--- config.mk ---
export PLATFORM = sky130hd
export DESIGN_NAME = time_set_ctrl
export DESIGN_NICKNAME = d
export VERILOG_FILES = /design/src/rtl/timer_pkg.sv /design/src/rtl/time_set_ctrl_tick_gen.sv /design/src/rtl/time_set_ctrl.sv
export SDC_FILE = /design/constraint.sdc
export NUM_CORES = 1
export LEC_CHECK = 0
export ABC_AREA = 1
export CORE_MARGIN = 2
export CORE_UTILIZATION = 24
export DETAILED_ROUTE_END_ITERATION = 8
export GPL_TIMING_DRIVEN = 0
export SYNTH_ARGS = -nofsm -noshare
export SYNTH_HDL_FRONTEND = slang
export SYNTH_SLANG_ARGS = --single-unit
--- constraint.sdc ---
create_clock -name clk -period 2.2 [get_ports clk]
set_input_delay 0.55 -clock clk [delete_from_list [all_inputs] [get_ports clk]]
set_output_delay 0.55 -clock clk [all_outputs]
set_load 0.05 [all_outputs]
--- src/rtl/timer_pkg.sv ---
// Shared types and constants for the time-set controller.
package timer_pkg;

  typedef enum logic [2:0] {
    ST_IDLE,
    ST_EDIT_H,
    ST_EDIT_M,
    ST_EDIT_S,
    ST_COMMIT
  } state_t;

  localparam logic [5:0] HOURS_MAX   = 6'd23;
  localparam logic [5:0] MINUTES_MAX = 6'd59;

  localparam logic [5:0] MASK_H    = 6'b110000;
  localparam logic [5:0] MASK_M    = 6'b001100;
  localparam logic [5:0] MASK_S    = 6'b000011;
  localparam logic [5:0] MASK_NONE = 6'b000000;

  localparam logic [2:0] LED_H    = 3'b100;
  localparam logic [2:0] LED_M    = 3'b010;
  localparam logic [2:0] LED_S    = 3'b001;
  localparam logic [2:0] LED_IDLE = 3'b000;

  // Out-of-range running time is captured as zero so shadows stay legal.
  function automatic logic [5:0] clamp_field(input logic [5:0] v, input logic [5:0] max);
    return (v > max) ? 6'd0 : v;
  endfunction

  function automatic logic [5:0] wrap_inc(input logic [5:0] v, input logic [5:0] max);
    return (v >= max) ? 6'd0 : v + 6'd1;
  endfunction

endpackage

--- src/rtl/time_set_ctrl_tick_gen.sv ---
// Blink tick generator: down-counter, one-cycle tick every BLINK_CYCLES clocks while enabled.
module tick_gen #(
  parameter int unsigned BLINK_CYCLES = 12_500_000
) (
  input  logic clk,
  input  logic rst,
  input  logic enable,
  output logic tick
);

  localparam int unsigned CW = (BLINK_CYCLES > 1) ? $clog2(BLINK_CYCLES) : 1;
  localparam logic [CW-1:0] RELOAD = CW'(BLINK_CYCLES - 1);

  logic [CW-1:0] cnt;

  // Count sequence while enabled is 0, N-1, ..., 1, 0, N-1 ... giving a period of N.
  always_ff @(posedge clk or negedge rst) begin
    if (!rst) begin
      cnt  <= '0;
      tick <= 1'b0;
    end else if (!enable) begin
      cnt  <= '0;
      tick <= 1'b0;
    end else begin
      tick <= (BLINK_CYCLES == 1) || (cnt == CW'(1));
      cnt  <= (cnt == '0) ? RELOAD : cnt - CW'(1);
    end
  end

endmodule

--- src/rtl/time_set_ctrl.sv ---
// Time-set controller: edits a shadow copy of the running time and loads it back.
// state     | meaning
// ST_IDLE   | not editing, timer runs
// ST_EDIT_H | hours selected, blinking
// ST_EDIT_M | minutes selected, blinking
// ST_EDIT_S | seconds selected, blinking
// ST_COMMIT | one-cycle load of shadow into timer
module time_set_ctrl
  import timer_pkg::*;
#(
  parameter int unsigned BLINK_CYCLES  = 12_500_000,
  parameter int unsigned TIMEOUT_TICKS = 40
) (
  input  logic       clk,
  input  logic       rst,
  input  logic       key_mode,
  input  logic       key_inc,
  input  logic [5:0] cur_hours,
  input  logic [5:0] cur_minutes,
  input  logic [5:0] cur_seconds,
  output logic       set_active,
  output logic       load,
  output logic [5:0] load_hours,
  output logic [5:0] load_minutes,
  output logic [5:0] load_seconds,
  output logic [5:0] blink_mask,
  output logic [2:0] field_led
);

  localparam int unsigned TW = (TIMEOUT_TICKS > 1) ? $clog2(TIMEOUT_TICKS) : 1;
  localparam logic [TW-1:0] TO_RELOAD = TW'(TIMEOUT_TICKS - 1);

  state_t        state, state_nxt;
  logic          key_mode_q, key_inc_q, armed;
  logic          mode_press, inc_press, in_edit, blink_tick;
  logic          phase, phase_nxt;
  logic [TW-1:0] to_cnt, to_nxt;
  logic [5:0]    hours_nxt, minutes_nxt, seconds_nxt, mask_nxt;
  logic [2:0]    led_nxt;

  // armed blocks a key already held across reset release from looking like a press.
  assign mode_press = key_mode & ~key_mode_q & armed;
  assign inc_press  = key_inc  & ~key_inc_q  & armed;
  assign in_edit    = (state == ST_EDIT_H) || (state == ST_EDIT_M) || (state == ST_EDIT_S);

  tick_gen #(.BLINK_CYCLES(BLINK_CYCLES)) u_tick_gen (
    .clk    (clk),
    .rst    (rst),
    .enable (in_edit),
    .tick   (blink_tick)
  );

  always_comb begin
    state_nxt   = state;
    hours_nxt   = load_hours;
    minutes_nxt = load_minutes;
    seconds_nxt = load_seconds;
    phase_nxt   = phase;
    to_nxt      = to_cnt;
    unique case (state)
      ST_IDLE: begin
        if (mode_press) begin
          state_nxt   = ST_EDIT_H;
          hours_nxt   = clamp_field(cur_hours, HOURS_MAX);
          minutes_nxt = clamp_field(cur_minutes, MINUTES_MAX);
          seconds_nxt = clamp_field(cur_seconds, MINUTES_MAX);
        end
      end
      ST_EDIT_H, ST_EDIT_M, ST_EDIT_S: begin
        phase_nxt = phase ^ blink_tick;
        if (mode_press) begin
          to_nxt = TO_RELOAD;
          unique case (state)
            ST_EDIT_H: state_nxt = ST_EDIT_M;
            ST_EDIT_M: state_nxt = ST_EDIT_S;
            default:   state_nxt = ST_COMMIT;
          endcase
        end else if (inc_press) begin
          to_nxt = TO_RELOAD;
          unique case (state)
            ST_EDIT_H: hours_nxt   = wrap_inc(load_hours, HOURS_MAX);
            ST_EDIT_M: minutes_nxt = wrap_inc(load_minutes, MINUTES_MAX);
            default:   seconds_nxt = wrap_inc(load_seconds, MINUTES_MAX);
          endcase
        end else if (blink_tick) begin
          if (to_cnt == '0) state_nxt = ST_IDLE;
          else              to_nxt    = to_cnt - TW'(1);
        end
      end
      ST_COMMIT: state_nxt = ST_IDLE;
      default:   state_nxt = ST_IDLE;
    endcase

    if (state_nxt inside {ST_IDLE, ST_COMMIT}) begin
      phase_nxt = 1'b0;
      to_nxt    = '0;
    end else if (state == ST_IDLE) begin
      phase_nxt = 1'b0;
      to_nxt    = TO_RELOAD;
    end

    mask_nxt = MASK_NONE;
    led_nxt  = LED_IDLE;
    unique case (state_nxt)
      ST_EDIT_H: begin led_nxt = LED_H; if (phase_nxt) mask_nxt = MASK_H; end
      ST_EDIT_M: begin led_nxt = LED_M; if (phase_nxt) mask_nxt = MASK_M; end
      ST_EDIT_S: begin led_nxt = LED_S; if (phase_nxt) mask_nxt = MASK_S; end
      default: ;
    endcase
  end

  always_ff @(posedge clk or negedge rst) begin
    if (!rst) begin
      state        <= ST_IDLE;
      key_mode_q   <= 1'b0;
      key_inc_q    <= 1'b0;
      armed        <= 1'b0;
      load_hours   <= '0;
      load_minutes <= '0;
      load_seconds <= '0;
      phase        <= 1'b0;
      to_cnt       <= '0;
      set_active   <= 1'b0;
      load         <= 1'b0;
      blink_mask   <= MASK_NONE;
      field_led    <= LED_IDLE;
    end else begin
      state        <= state_nxt;
      key_mode_q   <= key_mode;
      key_inc_q    <= key_inc;
      armed        <= 1'b1;
      load_hours   <= hours_nxt;
      load_minutes <= minutes_nxt;
      load_seconds <= seconds_nxt;
      phase        <= phase_nxt;
      to_cnt       <= to_nxt;
      set_active   <= state_nxt inside {ST_EDIT_H, ST_EDIT_M, ST_EDIT_S};
      load         <= (state_nxt == ST_COMMIT);
      blink_mask   <= mask_nxt;
      field_led    <= led_nxt;
    end
  end

endmodule

**After elaboration in Yosys (flattened, before gate mapping)**

Index checks and enable logic that the tools add are counted.

- Reduce and logical (&&, ||, !) cells: 17
- Bitwise gates (word level): 7
- $lt $le $gt $ge: 6
- Eq/ne operators: 15
- Multiplexer cells: 46
- Add/subtract/negate cells: 5

Operators with widths:

| cell | number |
|---|---|
| 6-bit two-way mux | 26 |
| 24-bit two-way mux | 2 |
| 6-bit case mux with 2 select lines | 3 |
| 24-bit by 1-bit equality test with 1-bit output, second input constant | 1 |
| 24-bit zero test | 1 |
| 24-bit by 1-bit subtractor with 24-bit output, second input constant | 1 |
| 6-bit by 1-bit adder with 6-bit output, second input constant | 3 |
| 6-bit case mux with 3 select lines | 1 |
| 3-bit two-way mux | 5 |
| 5-bit AND reduction | 3 |
| 3-bit by 2-bit equality test with 1-bit output, second input constant | 4 |
| 6-bit >= comparator, second input constant | 2 |
| 6-bit greater-than comparator, second input constant | 2 |
| 2-bit inequality test, second input constant | 6 |
| 3-bit case mux with 2 select lines | 2 |
| 3-bit case mux with 3 select lines | 1 |
| 3-bit by 1-bit equality test with 1-bit output, second input constant | 2 |
| 6-bit by 5-bit >= comparator with 1-bit output, second input constant | 1 |
| 6-bit by 5-bit greater-than comparator with 1-bit output, second input constant | 1 |
| 3-bit zero test | 2 |
| 6-bit zero test | 1 |
| 3-bit nonzero test | 2 |
| 6-bit by 1-bit subtractor with 6-bit output, second input constant | 1 |
| 5-bit by 3-bit inequality test with 1-bit output, second input constant | 1 |
| other kinds (13) | 22 |

- Output and inout bits: 29
- Bits in registers: 67
- Bits of input ports: 22

**Depth between registers and ports, before layout**

- Depth in word-level cells: 11
- Depth in mapped cells: 11
- Depth with buffers taken out: 11

**Hierarchy**

From an unflattened synthesis, not the netlist that was laid out.

- Cell total of the unflattened synthesis: 453
- Area total of the unflattened synthesis: 3674.8 µm²

By module, submodules not included:

| module | cells each | area an instance (µm²) | times used | seq. area each (µm²) |
|---|---|---|---|---|
| time_set_ctrl | 269 | 2188.3 | 1 | 975.9 |
| tick_gen | 184 | 1486.4 | 1 | 625.6 |

**Worst setup path before layout**

OpenSTA, ideal clock, no wires.

- Path kind: register to register
- Start: register load_seconds[0]
- End: register load_seconds[5]
- Cell stages (with the launch flop): 10
- Data arrival time: 1.677 ns
- Path slack: 0.404 ns
- Buffers on the path: 0
- Clock period less this slack: 1.796 ns
- Cells stage by stage: dfrtp_1 ha_1 inv_1 nand2_1 nand2_1 o21ai_0 inv_1 o21ai_0 nand3_1 o21a_1

- Longest elaborated chain between the ends: 6
- Elaborated cells between the ends (all ways): 7
- Those cells by class: add/sub: 1; order compare: 1; mux: 5

RTL lines:

| element | RTL line | source |
|---|---|---|
| from (decl) | time_set_ctrl.sv:25 | `output logic [5:0] load_seconds,` |
| from (signal assigned) | time_set_ctrl.sv:134 | `load_seconds <= seconds_nxt;` |
| 6-bit by 1-bit adder with 6-bit output or 6-bit >= comparator (tied branches) | timer_pkg.sv:31 | `return (v >= max) ? 6'd0 : v + 6'd1;` |
| 6-bit two-way mux * | timer_pkg.sv:31 |  |
| 6-bit two-way mux * | time_set_ctrl.sv:80 | `unique case (state)` |
| 6-bit two-way mux * | time_set_ctrl.sv:78 | `end else if (inc_press) begin` |
| 6-bit two-way mux * | time_set_ctrl.sv:71 | `if (mode_press) begin` |
| 6-bit case mux with 2 select lines * | time_set_ctrl.sv:60 | `unique case (state)` |

Mark *: on every way between the ends. The rest lies on a longest branch, timed or not. The select of a mux whose other input is x is not followed.
A chain may end at the register's enable or synchronous reset.

**Worst setup path after layout**

- Start: register load_seconds[1]
- End: output load_seconds[1]

No word-level cell between the ends.

==> metrics.txt <==
Worst Skew=0.00662 ns; I/O Buffers=50; CP Data Arrival Time=1.60 ns; Iter 0 DRT Violations=141; Wirelength per Cell=11.3 µm; most common cell after layout, fill and taps aside=nand2_1; syn_nets=504; die boundary width=129 µm; critical setup path kind=reg -> out; GR Overflow Total=0; #FFs+latches synth=64; Worst path max stage delay=0.84 ns; FF-to-FF Start=u_tick_gen.cnt[0]; Syn Inst Count=475; max-cap violation count=0; Post-Place Cells=713; measured slew at the worst slew-check pin=0.822 ns; Slew Viols, Final=0; start point of the critical path=load_seconds[1]; mean post-synth cell area=7.85 µm²; area grow syn2layout=29.8%; Cell Count, Final, Fillers Out=729; R2R Setup Slk=0.43 ns; Max VDD drop=0.848 mV; Max Fclk=466 MHz; Chip Height=129 µm; hpwl dp=6100 µm; register clock-pin slew on the reported worst setup and hold paths=0.06 ns; setup TNS=0 ns; vias per inst=4.38; share of cells above drive strength 1=0.124; fillers=1618; Worst setup SP type=register; CTS tree=done; Yosys Warn Count=0; core footprint=15200 µm²; Min Hold Slack=0.310 ns; Critical Path, Cell by Cell=clkdlybuf4s50_1; Inserted Clock Buffers=9; min cycle time layout=2.15 ns; Starting Density=0.245; Pre-Repair DR Iteration Count=4; H-tree Lvls=3; CP delay by family, top=buffers and inverters; first-pass GRT wire length=14400 µm; Max stage delay cell, worst path=clkdlybuf4s50_1; initial antenna violation count=0; final worst path period share=0.976; grt met1 use=0.147; CTS max path bufs=2; CP bufs+invs=1; Most Crowded Layer GR=met2; I/O pin total=51; leakage power=0.00242 µW; pwr dens=1600 nW/µm²; Die ar.=16500 µm²; post-route ant nets=0; GPL Wtd Cong=0.819; pin count of the biggest net entering global routing=65; root buf cell=clkbuf_16; status=finished clean; number of remaining DRC errors=0; # clock sinks=64; worst-skew pair later-pin latency=0.33 ns; met2 usage=0.170; RSZ-0062 raised after global routing=false; commonest cells after routing, fill and taps aside=nand2_1, dfrtp_1, inv_1, nor2_1, clkdlybuf4s50_1; final setup fails=0; Slew HR=0.452; vias in the first global route=3097; fin nets=565; WL final=8230 µm; part of the Yosys area used for sequential elements=0.430; Total GRT Usage=0.109; endpoints failing hold=0; Yosys cell types=38; met3 usage=0.0245; ant diodes=0; synthesized cell area=3730 µm²; FP Rows=45; HP Class=in -> async; WP data required=1.65 ns; total vias in the final route=3195; CP Max Fanout=5; Critical Path End Type=output port; Tot Pwr=7750 µW; final core utilization=0.318
-- Yosys cell counts (all sizes together) --
| library cell | number | area share |
|---|---|---|
| inv | 64 | 0.064 |
| nand4 | 16 | 0.029 |
| xnor2 | 4 | 0.0094 |
| nand3 | 43 | 0.059 |
| nand2 | 119 | 0.13 |
| nor2 | 63 | 0.080 |
| a21oi | 11 | 0.025 |
| nor3 | 13 | 0.024 |
| a21boi | 1 | 0.0020 |
| xor2 | 13 | 0.031 |
| nand3b | 2 | 0.0040 |
| nor3b | 1 | 0.0034 |
| ha | 7 | 0.023 |
| o21ai | 27 | 0.036 |
| or2 | 1 | 0.0017 |
| clkbuf | 1 | 0.0010 |
| o31ai | 1 | 0.0020 |
| o211ai | 4 | 0.0094 |
| o21a | 4 | 0.0081 |
| conb | 1 | 0.0010 |
| dfrtp | 64 | 0.43 |
| buf | 12 | 0.026 |
| a22oi | 3 | 0.0060 |
-- path summary, 6_finish.rpt --
kind,end,depth (start not counted)
worst min register to register,u_tick_gen.cnt[0],1
worst max-delay path,load_seconds[1],1
worst min-delay path,u_tick_gen.cnt[13],1
worst max register to register,u_tick_gen.cnt[22],9
max in group asynchronous,to_cnt[3],1
min in group clk,u_tick_gen.cnt[0],1
-- repair_timing --
action / CTS / global route
setup endpoints to repair: 0 / 4
gates resized for setup: 0 / 4
setup buffers: 0 / 0
hold buffers: 0 / 0
hold endpoints to repair: 0 / 0
-- report_power, final --
part	switching (µW)	total (µW)	internal, µW
clock network	530	1750	1220
logic	2640	4040	1410
registers	376	1960	1580
total	3540	7750	4210
-- cells by family after synthesis --
group | share of synthesized area
and+or+nand+nor | 0.326
buffers and inverters | 0.0916
DFF | 0.430
AOI/OAI and AO/OA | 0.0886
xor gates and xnor gates | 0.0399
adders and majority gates | 0.0235
other | 0.00101
-- per-stage QoR --
stage	cell area [µm²]	worst slack (ns)
floorplan	3730	0.404
CTS	4830	0.0212
global placement	4460	-1.62
detailed placement	4460	-0.0944
finish	4840	0.0527
global route	4840	0.00240
-- area by class of cell --
type	instances	area, µm²	area share
clock inverters	7	144	0.0297
plain buffers	13	101	0.0209
inverters	64	240	0.0496
well taps	188	235	0.0486
repair buffers	50	508	0.105
multi-input cells	334	1790	0.369
flip-flops and latches	64	1600	0.331
clock buffers	9	225	0.0465
-- metal layers --
layer,up-vias,part of all wire
met2,61,0.46
met4,0,0.014
li1,1648,-
met5,-,0
met1,1478,0.49
met3,8,0.038
-- flip-flops by register name (all words and copies together), names as in the netlist, 3 cells and up --
name / flops
u_tick_gen.cnt: 24
load_hours: 6
load_minutes: 6
load_seconds: 6
to_cnt: 6
blink_mask: 3
field_led: 3
state: 3
Note: power is estimated with default switching activity, not from simulation.
